`config.mk`:
```
export PLATFORM = sky130hd
export DESIGN_NAME = udiv_seq
export DESIGN_NICKNAME = d
export VERILOG_FILES = /design/src/rtl/udiv_seq.sv
export SDC_FILE = /design/constraint.sdc
export NUM_CORES = 1
export LEC_CHECK = 0
export BUFFER_PORTS_ARGS = -buffer_cell sky130_fd_sc_hd__buf_2
export CAP_MARGIN = 25
export CORE_AREA = 2 2 73 75
export DETAILED_ROUTE_END_ITERATION = 16
export DIE_AREA = 0 0 75 77
export PLACE_DENSITY = 0.79
export SYNTH_ARGS = -nofsm -noshare
export SYNTH_HDL_FRONTEND = slang
export SYNTH_SLANG_ARGS = --single-unit
```
`constraint.sdc`:
```
create_clock -name CLK -period 4.41 [get_ports CLK]
set_input_delay 0.6615 -clock CLK [delete_from_list [all_inputs] [get_ports CLK]]
set_output_delay 0.6615 -clock CLK [all_outputs]
set_load 0.02 [all_outputs]
```
`src/rtl/udiv_seq.sv`:
```
// Sequential unsigned restoring divider: one quotient bit per cycle, MSB first,
// with a valid/ready request side and a valid/ready result side.
module udiv_seq #(
  parameter int WIDTH = 8
) (
  input  logic             CLK,
  input  logic             ASYNCRESETN,
  input  logic             in_valid,
  output logic             in_ready,
  input  logic [WIDTH-1:0] dividend,
  input  logic [WIDTH-1:0] divisor,
  output logic             out_valid,
  input  logic             out_ready,
  output logic [WIDTH-1:0] quotient,
  output logic [WIDTH-1:0] remainder,
  output logic             div_by_zero
);

  localparam int CW = $clog2(WIDTH + 1);

  typedef enum logic [1:0] {
    ST_IDLE = 2'd0,
    ST_BUSY = 2'd1,
    ST_DONE = 2'd2
  } state_t;

  state_t           r_state;
  state_t           w_state_nxt;

  logic [WIDTH-1:0] r_dvd;
  logic [WIDTH-1:0] r_dvs;
  logic [WIDTH:0]   r_rem;
  logic [WIDTH-1:0] r_quo;
  logic [CW-1:0]    r_cnt;
  logic [WIDTH-1:0] r_quotient;
  logic [WIDTH-1:0] r_remainder;
  logic             r_dbz;

  logic             w_accept;
  logic             w_dvs_zero;
  logic             w_last;
  logic [WIDTH:0]   w_shift;
  logic [WIDTH:0]   w_diff;
  logic             w_ge;
  logic [WIDTH:0]   w_rem_nxt;
  logic [WIDTH:0]   w_quo_ext;
  logic [WIDTH:0]   w_dvd_ext;
  logic [WIDTH-1:0] w_quo_nxt;
  logic [WIDTH-1:0] w_dvd_nxt;

  // Handshake qualifiers
  always_comb begin
    w_accept   = in_valid & in_ready;
    w_dvs_zero = (divisor == {WIDTH{1'b0}});
    w_last     = (r_cnt == CW'(1));
  end

  // One restoring-division step; the remainder carries an extra bit so the
  // shifted value never overflows before the compare.
  always_comb begin
    w_shift   = {r_rem[WIDTH-1:0], r_dvd[WIDTH-1]};
    w_diff    = w_shift - {1'b0, r_dvs};
    w_ge      = (w_shift >= {1'b0, r_dvs});
    w_quo_ext = {r_quo, w_ge};
    w_dvd_ext = {r_dvd, 1'b0};
    w_quo_nxt = w_quo_ext[WIDTH-1:0];
    w_dvd_nxt = w_dvd_ext[WIDTH-1:0];
    if (w_ge) begin
      w_rem_nxt = w_diff;
    end else begin
      w_rem_nxt = w_shift;
    end
  end

  // State register
  always_ff @(posedge CLK or negedge ASYNCRESETN) begin
    if (!ASYNCRESETN) begin
      r_state <= ST_IDLE;
    end else begin
      r_state <= w_state_nxt;
    end
  end

  // Next-state logic and handshake outputs decoded from the registered state
  always_comb begin
    w_state_nxt = r_state;
    in_ready    = 1'b0;
    out_valid   = 1'b0;
    case (r_state)
      ST_IDLE: begin
        in_ready = 1'b1;
        if (w_accept) begin
          if (w_dvs_zero) begin
            w_state_nxt = ST_DONE;
          end else begin
            w_state_nxt = ST_BUSY;
          end
        end else begin
          w_state_nxt = ST_IDLE;
        end
      end
      ST_BUSY: begin
        if (w_last) begin
          w_state_nxt = ST_DONE;
        end else begin
          w_state_nxt = ST_BUSY;
        end
      end
      ST_DONE: begin
        out_valid = 1'b1;
        if (out_ready) begin
          w_state_nxt = ST_IDLE;
        end else begin
          w_state_nxt = ST_DONE;
        end
      end
      default: begin
        w_state_nxt = ST_IDLE;
      end
    endcase
  end

  // Operand capture, iteration datapath and result registers
  always_ff @(posedge CLK or negedge ASYNCRESETN) begin
    if (!ASYNCRESETN) begin
      r_dvd       <= {WIDTH{1'b0}};
      r_dvs       <= {WIDTH{1'b0}};
      r_rem       <= {(WIDTH + 1){1'b0}};
      r_quo       <= {WIDTH{1'b0}};
      r_cnt       <= {CW{1'b0}};
      r_quotient  <= {WIDTH{1'b0}};
      r_remainder <= {WIDTH{1'b0}};
      r_dbz       <= 1'b0;
    end else begin
      case (r_state)
        ST_IDLE: begin
          if (w_accept) begin
            r_dvd <= dividend;
            r_dvs <= divisor;
            r_rem <= {(WIDTH + 1){1'b0}};
            r_quo <= {WIDTH{1'b0}};
            if (w_dvs_zero) begin
              r_cnt       <= {CW{1'b0}};
              r_quotient  <= {WIDTH{1'b1}};
              r_remainder <= dividend;
              r_dbz       <= 1'b1;
            end else begin
              r_cnt <= CW'(WIDTH);
            end
          end
        end
        ST_BUSY: begin
          r_rem <= w_rem_nxt;
          r_quo <= w_quo_nxt;
          r_dvd <= w_dvd_nxt;
          r_cnt <= r_cnt - CW'(1);
          // The last step publishes straight from the step logic
          if (w_last) begin
            r_quotient  <= w_quo_nxt;
            r_remainder <= w_rem_nxt[WIDTH-1:0];
            r_dbz       <= 1'b0;
          end
        end
        default: begin
          r_cnt <= r_cnt;
        end
      endcase
    end
  end

  assign quotient    = r_quotient;
  assign remainder   = r_remainder;
  assign div_by_zero = r_dbz;

endmodule

```
==> reports/metrics.csv, run 1 <==
metric;value;unit
num_vias;2400;
dp_hpwl;4507;µm
final_hold_viol_count;0;
synth-edff-count;0;
worstReg2RegStart;r_state[0];
period_needed;2.530;ns
num_rows;26;
fin_ws;1.880;ns
highest_layer;met4;
synth-seq-cells;54;
grt_use_total;23.90;%
hold_buffers;0;
clock_skew;0.01006;ns
synth_cell_types;51;
ff2ff_setup_slack;2.00;ns
ys.flop_type;dfrtp_1;
start_util;56.76;%
synth_top_cell_area_share;47.83;%
fp.dieH;77;µm
p_leak;0.001404;µW
tns;0;ns
ys_seq_area_share;47.83;%
startpoint_type;input port;
setup_violations;0;
synth_top_family_by_area;compound AO/OA/AOI/OAI gates;
register_area;1351;µm²
n_fill_cell;427;
antenna_cells;0;
wl_met2;3009;µm
gp_congestion;0.8654;
rsz0062_at_grt;no;
io-pin-count;39;
stdcell_count;400;
post-cts-setup-buffer-count;0;
cts_made_buffers;5;
worstSetupPathType;in2reg;
ys_async_sr_fraction;100.0;%
crit_arrival;2.73;ns
dr.pass1.iters;5;
nNetsFinal;360;
root_buffer;clkbuf_8;
met3_length;331;µm
wl_per_cell;15.91;µm
antenna_found_initial;0;
antenna_left;0;
floorplan.die_area;5775;µm²
design_area;3172;µm²
synth_fa_ha_area_share;5.137;%
portBuffers;38;
timing.rr.end;remainder[3];
maxCapViolCount;0;
hp-class;in2async;
clk_pin_slew;0.10;ns
area_delta_synth_final;12.27;%
synth_common_cells;dfrtp_1, nand2_1, o21ai_0;
post-synth-top-count-cell;dfrtp_1;
rr_worst_depth;5;
die_x;75;µm
cts_tree;built;
worstMarginPinSlew;0.9844;ns
ys_warn_count;0;
htree_levels;2;
ir_drop;0.6065;mV
grt_overflow_total;0;
synth-compound-area-share;26.13;%
dp_cells;392;
synth_area_per_cell;9.512;µm²
grt_pass1_wl;10670;µm
worst-path-max-fanout;24;
synthTopCellsByArea;dfrtp_1, nand2_1, ha_1, o21ai_0, a21oi_1;
clk_path_buf_depth;2;
fmax;0.3953;GHz
grt_pass1_vias;2261;
synth_nets;328;
period_share;57.37;%
wl_met1;2924;µm
drive_gt1_share;17.27;%
place_area;3058;µm²
clock_sinks;54;
synth-simple-area-share;15.23;%
syn-instance-count;297;
synthMuxAreaShare;0.3543;%
vias_per_cell;6.000;
multi_input_area;1350;µm²
syn-cell-area;2825;µm²
clock_latency;0.32;ns
dp_slack;1.605;ns
synth_xor_area_share;0.9300;%
p_per_area;902.0;nW/µm²
slew_violations;0;
postRouteWirelength;6364;µm
cts_resized;0;
yosysTopAreaCell;dfrtp_1;
grt_max_degree;34;
drc;0;
slew_headroom;34.37;%
status;finished clean;
cp-end-kind;register;
fin_util;63.73;%
core-area;4977;µm²
worstPathRequired;4.61;ns
drt_iter0_markers;252;
==> critical path, stage by stage <==
cell,delay [ns]
buf_2,0.11
nor4_1,0.40
nand2_1,0.28
o21ai_2,0.84
a21boi_0,0.32
a31oi_1,0.12
==> metal layers <==
metal	vias up	global-route usage, %
li1	1138	-
met1	1165	33.93
met2	85	36.49
met3	12	4.074
met4	0	8.571
met5	-	0
==> flip-flops by register name, indices dropped and copies added (netlist names) <==
signal,count
r_dvd,8
r_rem,8
r_cnt,4
r_quo,7
r_state,2
r_dvs,8
quotient,8
remainder,8
div_by_zero,1
==> metrics by stage <==
stage | hold slack [ns] | power [µW]
after global placement | 0.4685 | 2467
final | 0.2911 | 2861
after detailed placement | 0.4758 | 2516
after CTS | 0.3122 | 2856
after floorplan | 0.3659 | 2133
after global routing | 0.3367 | 3101
==> cell families (layout without fill, tap and decap cells) <==
family / after synthesis / in the layout
xor gates and xnor gates: 3 / 3
DFF: 54 / 54
AOI/OAI and AO/OA: 103 / 103
muxes: 1 / 1
buffers and inverters: 31 / 64
and+or+nand+nor: 94 / 94
adders and majority gates: 11 / 11
==> worst max-delay path by stage <==
stage | slack (ns) | to | startpoint | cells after the start
2_1_floorplan | 2.54 | r_rem[6] | r_dvd[7] | 8
3_3_place_gp | 1.72 | remainder[0] | divisor[5] | 6
3_5_place_dp | 1.61 | remainder[3] | divisor[5] | 6
4_1_cts | 1.95 | remainder[3] | divisor[5] | 6
5_1_grt | 1.73 | remainder[1] | divisor[5] | 6
6_report | 1.88 | remainder[3] | divisor[5] | 6
==> cell usage in the layout, fill, tap and decap left out, types with 3 or more instances in the layout <==
master,synthesis,layout
a211oi_1,3,3
nand2_1,39,39
dfrtp_1,54,54
and2_1,4,4
a31oi_1,8,8
o211ai_1,5,5
ha_1,10,10
clkbuf_8,0,5
inv_1,15,15
nor4_1,5,5
a21oi_1,17,17
a21o_1,3,3
a21boi_0,3,3
nor2_1,20,20
o21ai_0,24,24
buf_4,1,3
nand3_1,8,8
buf_2,3,38
nand4_1,4,4
a22oi_1,7,7
o22a_1,3,3
nor2b_1,5,5
a22o_1,6,6
o21bai_1,4,4
==> layout make-up <==
| cell class | instances | area share, % |
|---|---|---|
| well taps | 70 | 2.761 |
| clock inverters | 3 | 1.420 |
| inverters | 15 | 1.775 |
| multi-input cells | 212 | 42.56 |
| flip-flops and latches | 54 | 42.60 |
| clock buffers | 5 | 2.170 |
| repair buffers | 41 | 6.706 |
==> power by group <==
group | switching [µW] | internal, µW | total [µW]
clock | 170 | 169 | 339
sequential | 173 | 732 | 906
combinational | 989 | 627 | 1620
Power figures use the tool's default switching activity.
==> run 2: changes to the inputs <==
ABC_AREA = 1   (was default)
CORE_AREA = 2 2 75 77   (was 2 2 73 75)
DIE_AREA = 0 0 77 79   (was 0 0 75 77)
PLACE_DENSITY = 0.77   (was 0.79)
clock period = 2.48 ns   (was 4.41 ns; I/O delays follow)
==> reports/metrics.csv, run 2 <==
metric;value;unit;change
status;finished, violations left;;was finished clean
violations;negative hold slack;;
intPower;2600;µW;was 1528 µW
cts_made_buffers;5;;unchanged
core-area;5338;µm²;was 4977 µm²
dp_slack;0.4852;ns;was 1.605 ns
ir_drop;0.7649;mV;was 0.6065 mV
floorplan.die_area;6083;µm²;was 5775 µm²
post-synth-top-count-cell;nand2_1;;was dfrtp_1
area_delta_synth_final;12.53;%;was 12.27%
synth-seq-cells;54;;unchanged
clk_pin_slew;0.10;ns;about the same
tns;0;ns;unchanged
htree_levels;2;;unchanged
cts_resized;0;;unchanged
crit_family;simple AND/OR/NAND/NOR gates;;was compound AO/OA/AOI/OAI gates
fp.dieH;79;µm;was 77 µm
antenna_cells;0;;unchanged
net-switching-power;2448;µW;was 1333 µW
cp_num_buf_inv;2;;was 1
worstSetupPathType;reg2reg;;was in2reg
mostFrequentLayoutCells;nand2_1, inv_1, dfrtp_1, buf_2, nor2_1;;was dfrtp_1, nand2_1, buf_2, o21ai_0, nor2_1
syn-cell-area;2927;µm²;was 2825 µm²
synth_top_cell_area_share;46.17;%;was 47.83%
p_per_area;1533;nW/µm²;was 902.0 nW/µm²
synthTopCellsByArea;dfrtp_1, nand2_1, inv_1, nand3_1, nor2_1;;was dfrtp_1, nand2_1, ha_1, o21ai_0, a21oi_1
rsz0062_at_grt;no;;unchanged
max_stage_delay;0.42;ns;was 0.84 ns
antenna_left;0;;unchanged
syn-instance-count;378;;was 297
cts_tree;built;;unchanged
synth_nets;409;;was 328
dr.pass1.iters;4;;was 5
drive_gt1_share;14.59;%;was 17.27%
root_buffer;clkbuf_8;;unchanged
grt_max_degree;37;;was 34
portBuffers;38;;unchanged
num_rows;27;;was 26
worstMarginPinSlew;0.6120;ns;was 0.9844 ns
vias_per_cell;5.133;;was 6.000
grt_overflow_total;0;;unchanged
maxCapViolCount;0;;unchanged
ys_warn_count;0;;unchanged
grt_use_total;22.72;%;was 23.90%
worstPathRequired;2.69;ns;was 4.61 ns
hp-class;in2async;;unchanged
post-cts-setup-buffer-count;0;;unchanged
ys_async_sr_fraction;100.0;%;unchanged
fin_hold_ws;-0.01326;ns;was 0.2911 ns
synth_cell_types;31;;was 51
die_x;77;µm;was 75 µm
clock_sinks;54;;unchanged
dp_hpwl;4691;µm;was 4507 µm
worst-path-max-fanout;9;;was 24
slew_violations;0;;unchanged
clock_skew;0.005355;ns;was 0.01006 ns
gp_congestion;0.8352;;was 0.8654
clock_latency;0.31;ns;was 0.32 ns
switching_share;48.49;%;was 46.59%
grt_pass1_vias;2431;;was 2,261
drt_iter0_markers;184;;was 252
clk_path_buf_depth;2;;unchanged
synth-edff-count;0;;unchanged
fin_ws;0.4419;ns;was 1.880 ns
cp-end-kind;register;;unchanged
yosysTopAreaCell;dfrtp_1;;unchanged
final_hold_viol_count;18;;was 0
grt_pass1_wl;11010;µm;was 10,670 µm
fmax;0.4907;GHz;
final_common_cell;nand2_1;;was dfrtp_1
nNetsFinal;448;;was 360
startpoint_type;register;;was input port
crit_top_cell;nand2_1;;
crit_path_top_delay_cell;dfrtp_1;;was o21ai_2
clkPwrFrac;10.8;%;was 11.9%
period_share;82.18;%;
start_util;54.83;%;was 56.76%
antenna_found_initial;0;;unchanged
period_needed;2.038;ns;
synth_common_cells;nand2_1, inv_1, dfrtp_1;;was dfrtp_1, nand2_1, o21ai_0
sequentialPowerShare;30.7;%;was 31.7%
ys.flop_type;dfrtp_1;;unchanged
hold_buffers;0;;unchanged
ys_seq_area_share;46.17;%;was 47.83%
io-pin-count;39;;unchanged
crit_arrival;2.25;ns;was 2.73 ns
p_comb_share;58.5;%;was 56.5%
drc;0;;unchanged
num_vias;2515;;was 2,400
p_leak;0.001825;µW;was 0.001404 µW
slew_headroom;59.05;%;was 34.37%
setup_violations;0;;unchanged
synth_area_per_cell;7.742;µm²;was 9.512 µm²
wl_per_cell;12.91;µm;was 15.91 µm
postRouteWirelength;6327;µm;was 6364 µm
crit_chain;ha_1 -> nand2_1 -> inv_1 -> nand2_1 -> nand2_1 -> nand2_1 -> nand4_1 -> nand3_1 -> nand3_1 -> nand2_1 -> inv_1;;was buf_2 -> nor4_1 -> nand2_1 -> o21ai_2 -> a21boi_0 -> a31oi_1
## run 2: final timing paths
path | start | endpoint | slack, ns | cells after the start
setup / recovery | r_rem[3] | remainder[1] | 0.44 | 11
hold / removal | ASYNCRESETN | r_dvs[4] | -0.01 | 1
setup reg to reg | r_rem[3] | remainder[1] | 0.44 | 11
hold reg to reg | r_dvd[6] | r_dvd[6] | 0.49 | 2
max in group asynchronous | ASYNCRESETN | quotient[0] | 1.69 | 2
min in group CLK | dividend[4] | r_dvd[4] | 0.30 | 3
## run 2: power groups by stage
stage	registers (µW)	clock network (µW)	logic, µW
6_report	1550	547	2950
5_1_grt	1590	596	3390
4_1_cts	1550	556	2960
3_5_place_dp	1560	0	2950
3_3_place_gp	1550	0	2900
2_1_floorplan	1650	0	2150
## run 2: per-layer routing
layer | track usage (%) | wire length, µm | up-vias
met3 | 4.432 | 261 | 7
met2 | 37.28 | 3128 | 53
li1 | - | - | 1275
met4 | 7.679 | 60 | 0
met5 | 0 | 0 | -
met1 | 30.55 | 2877 | 1180
## run 2: area by class of cell
class / count / area (µm²)
Tap cell: 72 / 90.09
Inverter: 78 / 292.8
Clock buffer: 7 / 96.34
Clock inverter: 1 / 8.758
Timing Repair Buffer: 42 / 220.2
Multi-Input combinational cell: 236 / 1234
Sequential cell: 54 / 1351
Fill cell: 503 / 2044
## run 2: logic make-up (layout without fill, tap and decap cells)
group           count (synthesis)  count (layout)  synth area share, %
fa+ha+maj                      11              11                4.959
flops                          54              54                46.17
xor+xnor                        5               5                1.496
compound gates                 48              48                9.577
simple gates                  172             172                26.12
buf+inv                        88             128                11.67
## run 2: metrics by stage
step / std cells / cell area, µm² / utilization (%) / hold WS (ns) / total power, µW
6_report: 490 / 3293 / 61.70 / -0.01326 / 5048
5_1_grt: 490 / 3293 / 61.70 / 0.01298 / 5574
4_1_cts: 490 / 3293 / 61.70 / 0.006149 / 5069
3_5_place_dp: 482 / 3188 / 59.73 / 0.3417 / 4508
3_3_place_gp: 482 / 3188 / 59.73 / 0.3447 / 4457
2_1_floorplan: 378 / 2927 / - / 0.07641 / 3802
